**src/rtl/knn_scheduler.sv**
```systemverilog
// Sequences a distance calculator over chunked training samples and keeps the K nearest (distance, type).
// Define KNN_VOTE_EN to add the majority-vote stage and the class_out port.
module knn_scheduler #(
  parameter int M            = 4,
  parameter int N            = 4,
  parameter int W            = 16,
  parameter int MAX_ELEMENTS = 8,
  parameter int TYPE_W       = 2,
  parameter int K            = 3,
  parameter int NUM_SAMPLES  = 16,
  parameter int ADDR_W       = 8
) (
  input  logic                           clk,
  input  logic                           rst,
  input  logic                           start,
  output logic                           busy,
  output logic                           done,
  output logic                           mem_rd_en,
  output logic [ADDR_W-1:0]              mem_addr,
  input  logic [MAX_ELEMENTS*W+TYPE_W-1:0] mem_rd_data,
  output logic                           dc_ready,
  output logic [W*M*N-1:0]               dc_training_data,
  output logic [TYPE_W-1:0]              dc_training_type,
  input  logic [W-1:0]                   dc_distance,
  input  logic [TYPE_W-1:0]              dc_data_type,
  input  logic                           dc_done,
  input  logic                           dc_data_request,
  output logic [K*W-1:0]                 knn_dist,
  output logic [K*TYPE_W-1:0]            knn_type
`ifdef KNN_VOTE_EN
  ,
  output logic [TYPE_W-1:0]              class_out
`endif
);

  localparam int CHUNKS    = (M*N + MAX_ELEMENTS - 1) / MAX_ELEMENTS;
  localparam int SAMPLE_W  = (NUM_SAMPLES > 1) ? $clog2(NUM_SAMPLES) : 1;
  localparam int CHUNK_W   = (CHUNKS > 1) ? $clog2(CHUNKS) : 1;
  localparam int LANE_BITS = (MAX_ELEMENTS*W < W*M*N) ? MAX_ELEMENTS*W : W*M*N;
  localparam int CNT_W     = $clog2(K + 1);
  localparam logic [W-1:0]        DIST_INIT   = {1'b0, {(W-1){1'b1}}};
  localparam logic [SAMPLE_W-1:0] LAST_SAMPLE = SAMPLE_W'(NUM_SAMPLES - 1);

  typedef enum logic [2:0] {
    IDLE, FETCH, LOAD, KICK, WAIT_DC, INSERT,
`ifdef KNN_VOTE_EN
    VOTE,
`endif
    FINISH
  } state_t;

  state_t              state;
  logic [SAMPLE_W-1:0] sample;
  logic [CHUNK_W-1:0]  chunk;
  logic [W-1:0]        new_dist;
  logic [TYPE_W-1:0]   new_type;
  logic [W-1:0]        dist_q   [K];
  logic [TYPE_W-1:0]   type_q   [K];
  logic [W-1:0]        dist_ins [K];
  logic [TYPE_W-1:0]   type_ins [K];
  logic [K-1:0]        lt;
  logic [W*M*N-1:0]    chunk_ext;

  function automatic logic [ADDR_W-1:0] addr_of(input logic [SAMPLE_W-1:0] s,
                                                input logic [CHUNK_W-1:0] c);
    return ADDR_W'(s) * ADDR_W'(CHUNKS) + ADDR_W'(c);
  endfunction

  always_comb begin
    chunk_ext = '0;
    chunk_ext[LANE_BITS-1:0] = mem_rd_data[TYPE_W +: LANE_BITS];
  end

  // lt is monotone over a sorted list, so lt[j-1] set means the new entry landed below j.
  always_comb begin
    for (int unsigned j = 0; j < K; j++) lt[j] = new_dist < dist_q[j];
    dist_ins[0] = lt[0] ? new_dist : dist_q[0];
    type_ins[0] = lt[0] ? new_type : type_q[0];
    for (int unsigned j = 1; j < K; j++) begin
      dist_ins[j] = lt[j-1] ? dist_q[j-1] : (lt[j] ? new_dist : dist_q[j]);
      type_ins[j] = lt[j-1] ? type_q[j-1] : (lt[j] ? new_type : type_q[j]);
    end
  end

  always_comb begin
    knn_dist = '0;
    knn_type = '0;
    for (int unsigned j = 0; j < K; j++) begin
      knn_dist[j*W +: W]           = dist_q[j];
      knn_type[j*TYPE_W +: TYPE_W] = type_q[j];
    end
  end

`ifdef KNN_VOTE_EN
  logic [TYPE_W-1:0] cand;
  logic [TYPE_W-1:0] best_class;
  logic [CNT_W-1:0]  best_cnt;
  logic [CNT_W-1:0]  cnt;

  always_comb begin
    cnt = '0;
    for (int unsigned j = 0; j < K; j++)
      if (type_q[j] == cand) cnt = cnt + CNT_W'(1);
  end
`endif

  always_ff @(posedge clk) begin
    if (rst) begin
      state            <= IDLE;
      busy             <= 1'b0;
      done             <= 1'b0;
      mem_rd_en        <= 1'b0;
      mem_addr         <= '0;
      dc_ready         <= 1'b0;
      dc_training_data <= '0;
      dc_training_type <= '0;
      sample           <= '0;
      chunk            <= '0;
      new_dist         <= '0;
      new_type         <= '0;
      for (int unsigned j = 0; j < K; j++) begin
        dist_q[j] <= DIST_INIT;
        type_q[j] <= '0;
      end
`ifdef KNN_VOTE_EN
      cand       <= '0;
      best_class <= '0;
      best_cnt   <= '0;
      class_out  <= '0;
`endif
    end else begin
      mem_rd_en <= 1'b0;
      dc_ready  <= 1'b0;
      done      <= 1'b0;
      case (state)
        IDLE: if (start) begin
          busy      <= 1'b1;
          sample    <= '0;
          chunk     <= '0;
          mem_addr  <= '0;
          mem_rd_en <= 1'b1;
          for (int unsigned j = 0; j < K; j++) begin
            dist_q[j] <= DIST_INIT;
            type_q[j] <= '0;
          end
`ifdef KNN_VOTE_EN
          class_out <= '0;
`endif
          state <= FETCH;
        end
        FETCH: state <= LOAD;
        LOAD: begin
          dc_training_data <= chunk_ext;
          if (chunk == '0) dc_training_type <= mem_rd_data[TYPE_W-1:0];
          dc_ready <= 1'b1;
          state    <= KICK;
        end
        KICK: state <= WAIT_DC;
        WAIT_DC: begin
          if (dc_done) begin
            new_dist <= dc_distance;
            new_type <= dc_data_type;
            state    <= INSERT;
          end else if (dc_data_request) begin
            chunk     <= chunk + CHUNK_W'(1);
            mem_addr  <= addr_of(sample, chunk + CHUNK_W'(1));
            mem_rd_en <= 1'b1;
            state     <= FETCH;
          end
        end
        INSERT: begin
          for (int unsigned j = 0; j < K; j++) begin
            dist_q[j] <= dist_ins[j];
            type_q[j] <= type_ins[j];
          end
          if (sample < LAST_SAMPLE) begin
            sample    <= sample + SAMPLE_W'(1);
            chunk     <= '0;
            mem_addr  <= addr_of(sample + SAMPLE_W'(1), '0);
            mem_rd_en <= 1'b1;
            state     <= FETCH;
          end else begin
`ifdef KNN_VOTE_EN
            cand       <= '0;
            best_class <= '0;
            best_cnt   <= '0;
            state      <= VOTE;
`else
            done  <= 1'b1;
            state <= FINISH;
`endif
          end
        end
`ifdef KNN_VOTE_EN
        // Strict > while scanning upward keeps the smaller class on equal counts.
        VOTE: begin
          if (cnt > best_cnt) begin
            best_cnt   <= cnt;
            best_class <= cand;
          end
          if (cand == '1) begin
            class_out <= (cnt > best_cnt) ? cand : best_class;
            done      <= 1'b1;
            state     <= FINISH;
          end else begin
            cand <= cand + TYPE_W'(1);
          end
        end
`endif
        FINISH: begin
          busy  <= 1'b0;
          state <= IDLE;
        end
        default: state <= IDLE;
      endcase
    end
  end

endmodule

```
**config.mk**
```make
export PLATFORM = sky130hd
export DESIGN_NAME = knn_scheduler
export DESIGN_NICKNAME = d
export VERILOG_FILES = /design/src/rtl/knn_scheduler.sv
export SDC_FILE = /design/constraint.sdc
export NUM_CORES = 1
export LEC_CHECK = 0
export CELL_PAD_IN_SITES_DETAIL_PLACEMENT = 0
export CELL_PAD_IN_SITES_GLOBAL_PLACEMENT = 2
export CORE_MARGIN = 2
export CORE_UTILIZATION = 23
export DETAILED_ROUTE_END_ITERATION = 10
export PLACE_DENSITY_LB_ADDON = 0.1
export SYNTH_ARGS = -nofsm -noshare
export SYNTH_HDL_FRONTEND = slang
export SYNTH_SLANG_ARGS = --single-unit
export TNS_END_PERCENT = 30
```
**constraint.sdc**
```tcl
create_clock -name clk -period 3.67 [get_ports clk]
set_clock_uncertainty 0.2 [all_clocks]
set_input_delay 0.734 -clock clk [delete_from_list [all_inputs] [get_ports clk]]
set_output_delay 0.734 -clock clk [all_outputs]
set_load 0.1 [all_outputs]
```
==> flow_metrics.env <==
export IMPL_antenna_left=0
export IMPL_grt_pass1_wl_mm=53.9
export IMPL_r2r_cells=7
export IMPL_hold_depth=2
export IMPL_gp_congestion=0.740
export IMPL_port_buffers=345
export IMPL_cts_tree="yes"
export IMPL_grt_max_degree=114
export IMPL_ys_seq_area_share_pct=47.9
export IMPL_endpoint_kind="register"
export IMPL_cp_top_family="compound AO/OA/AOI/OAI gates"
export IMPL_cts_htree_levels=1
export IMPL_synth_edf_count=54
export IMPL_drc_errors=0
export IMPL_area_delta_synth_final_pct=40.4
export IMPL_numCtsBuffers=29
export IMPL_ys_flop_type="dfxtp_1"
export IMPL_track_usage_pct=15.0
export IMPL_drt_first_pass_iters=4
export IMPL_clock_sinks=219
export IMPL_relSlewSlack_pct=32.3
export IMPL_drive_gt1_share_pct=14.2
export IMPL_maxCapViolations=0
export IMPL_regArea_um2=4920
export IMPL_hold_violations=0
export IMPL_clk_latency_ps=560
export IMPL_dp_cells=2107
export IMPL_cpMostUsedCell="a2111oi_0"
export IMPL_worst_slew_pin_slew_ps=1010
export IMPL_initial_core_util_pct=23.3
export IMPL_worstReg2RegEnd="dist_q[0][35]"
export IMPL_cts_root_buf="clkbuf_16"
export IMPL_p_per_area_nw_per_um2=517
export IMPL_fillerInstances=4803
export IMPL_critical_path_slowest_cell="a2111oi_0"
export IMPL_core_area_um2=44100
export IMPL_vias_per_cell=4.04
export IMPL_max_stage_delay_ps=670
export IMPL_worstPathCellList="ha_1, a2111oi_0, nor4_1, a2111oi_0, o31ai_1, o211ai_1, buf_12"
export IMPL_hold_class="register to register"
export IMPL_worstSetupStartpointType="register"
export IMPL_std_cell_rows=77
export IMPL_required_ps=3730
export IMPL_avgSynthCellArea_um2=8.43
export IMPL_ios=477
export IMPL_min_from="dc_training_data[79]"
export IMPL_yosysWarnings=0
export IMPL_fmax_ghz=0.316
export IMPL_netlist_area_um2=10300
export IMPL_postCtsSetupBuffers=0
export IMPL_peakVddDrop_uv=263
export IMPL_rsz0062_at_grt="false"
export IMPL_p_leak_nw=6.17
export IMPL_vias=8741
export IMPL_post_route_period_util_pct=86.2
export IMPL_multi_input_comb_area_um2=4320
export IMPL_crit_buf_inv=1
export IMPL_cp_arrival_ps=3220
export IMPL_cts_resized=0
export IMPL_dieArea_um2=46400
export IMPL_hold_buffers=0
export IMPL_setup_tns_ps=0
export IMPL_post_drt_wl_per_cell_um=16.8
export IMPL_async_flop_share_pct=0
export IMPL_ys_seq_elements=219
export IMPL_r2r_start="new_dist[1]"
export IMPL_final_cells=2162
export IMPL_clock_path_buffers=3
export IMPL_crit_fanout=14
export IMPL_finalSetupViolCount=0
export IMPL_r2r_slack_ps=510
export IMPL_fin_nets=1745
export IMPL_wl_mm=36.4
export IMPL_grt_ovfl_total=0
export IMPL_crit_type="register to register"
export IMPL_chipWidth_um=215
export IMPL_whs_endpoint="dc_training_data[79]"
export IMPL_run_status="finished clean"
export IMPL_maxSlewViolCount=0
export IMPL_drt_iter0_drc=376
export IMPL_chipHeight_um=215
export IMPL_synthCells=1220
export IMPL_antenna_found_initial=5
export IMPL_synth_distinct_cells=49
export IMPL_grt_pass1_vias=8542
export IMPL_clk_pin_slew_ps=60
export IMPL_place_hpwl_mm=25.8
export IMPL_finalCriticalPeriod_ps=3160
==> worst min-delay path, stage by stage, from the launching register on <==
cell	delay, ps
dfxtp_1	300
nand2_1	50
a21oi_1	50
==> per-layer routing <==
metal  vias up  wire length, um  track usage (%)
li1       4407                -                -
met5         -               23                0
met3        39             3230             5.72
met1      4036            15000             18.4
met4         4              553             3.20
met2       255            17600             25.0
==> cells in the final DEF, fill, tap and decap left out, types with 4 or more instances in the layout <==
cell               n
nand4_1            6
dfxtp_1          165
clkbuf_8           4
bufinv_16          4
a31oi_1            4
nand2_1          328
mux2i_1           18
clkdlybuf4s50_1  192
conb_1           131
nor3_1            23
nand2b_1           4
buf_4            164
o21ai_0            8
ha_1              46
inv_1             66
a21oi_1          189
nand3_1           11
clkinv_1           4
clkbuf_16         29
clkbuf_1           7
edfxtp_1          54
nor2_1            55
==> through the flow <==
step                      total power, W  util, %  hold WS (ps)  setup WS, ps  area (um2)
after global routing             0.00776     32.7           271           330       14400
final                            0.00747     32.7           252           508       14400
after global placement           0.00459     30.5           241           551       13500
after floorplan                  0.00425        -           237         0.696       10800
after CTS                        0.00760     32.7           254           542       14400
after detailed placement         0.00459     30.5           246           567       13500
==> sequential cells by signal (all words and copies together), names as in the netlist <==
register and flops:
dist_q 48, busy 1, chunk 1, sample 4, state 3, dc_training_data 128
new_type 2, dc_training_type 2, dc_ready 1, new_dist 16, mem_rd_en 1, mem_addr 5
type_q 6, done 1
==> worst max-delay path by stage <==
stage / cells past startpoint / start / slack, ps / endpoint
6_report: 7 / new_dist[1] / 510 / dist_q[0][35]
5_1_grt: 9 / dist_q[0][14] / 330 / dist_q[0][18]
4_1_cts: 7 / new_dist[1] / 540 / dist_q[0][35]
3_5_place_dp: 7 / new_dist[1] / 570 / dist_q[0][40]
3_3_place_gp: 7 / new_dist[1] / 550 / dist_q[0][42]
2_1_floorplan: 8 / dist_q[0][1] / 0.7 / dist_q[0][0]
==> cells by family after synthesis <==
family                     share of synthesized area [%]
AOI/OAI and AO/OA                                   12.0
xor gates and xnor gates                           0.256
adders and majority gates                           5.60
buffers and inverters                               15.0
DFF                                                 47.9
muxes                                               1.75
other                                             0.0365
and+or+nand+nor                                     17.4
==> synth_stat cells (2+ instances only) <==
library cell | n | area [um2]
a2111oi_0 | 2 | 17.5
a21o_1 | 2 | 15.0
a21oi_1 | 189 | 946
a22oi_1 | 3 | 22.5
a31oi_1 | 4 | 25.0
and2_1 | 2 | 12.5
buf_1 | 3 | 11.3
buf_12 | 2 | 40.0
buf_2 | 17 | 85.1
buf_4 | 132 | 991
buf_6 | 2 | 22.5
clkbuf_1 | 39 | 146
dfxtp_1 | 165 | 3300
edfxtp_1 | 54 | 1620
ha_1 | 46 | 576
inv_1 | 66 | 248
mux2i_1 | 18 | 180
nand2_1 | 329 | 1230
nand2b_1 | 4 | 25.0
nand3_1 | 11 | 55.1
nand4_1 | 6 | 37.5
nor2_1 | 56 | 210
nor2b_1 | 2 | 12.5
nor3_1 | 23 | 115
nor4_1 | 3 | 18.8
o21a_1 | 3 | 22.5
o21ai_0 | 8 | 40.0
o21ai_1 | 5 | 25.0
o31ai_1 | 2 | 15.0
or2_2 | 2 | 12.5
xnor2_1 | 2 | 17.5
==> power by group <==
part	switching (W)	total (W)	internal, W
registers	0.0000615	0.00263	0.00257
logic	0.00154	0.00190	0.000352
clock network	0.00114	0.00294	0.00180
==> final cells by class <==
type,count,area share (%)
timing repair buffer,360,22.3
clock inverter,13,1.15
clock buffer,40,5.59
inverter,66,1.72
antenna,2,0.0347
multi-input combinational,870,29.9
sequential,219,34.1
tap,592,5.13
(Power assumes the default switching activity.)
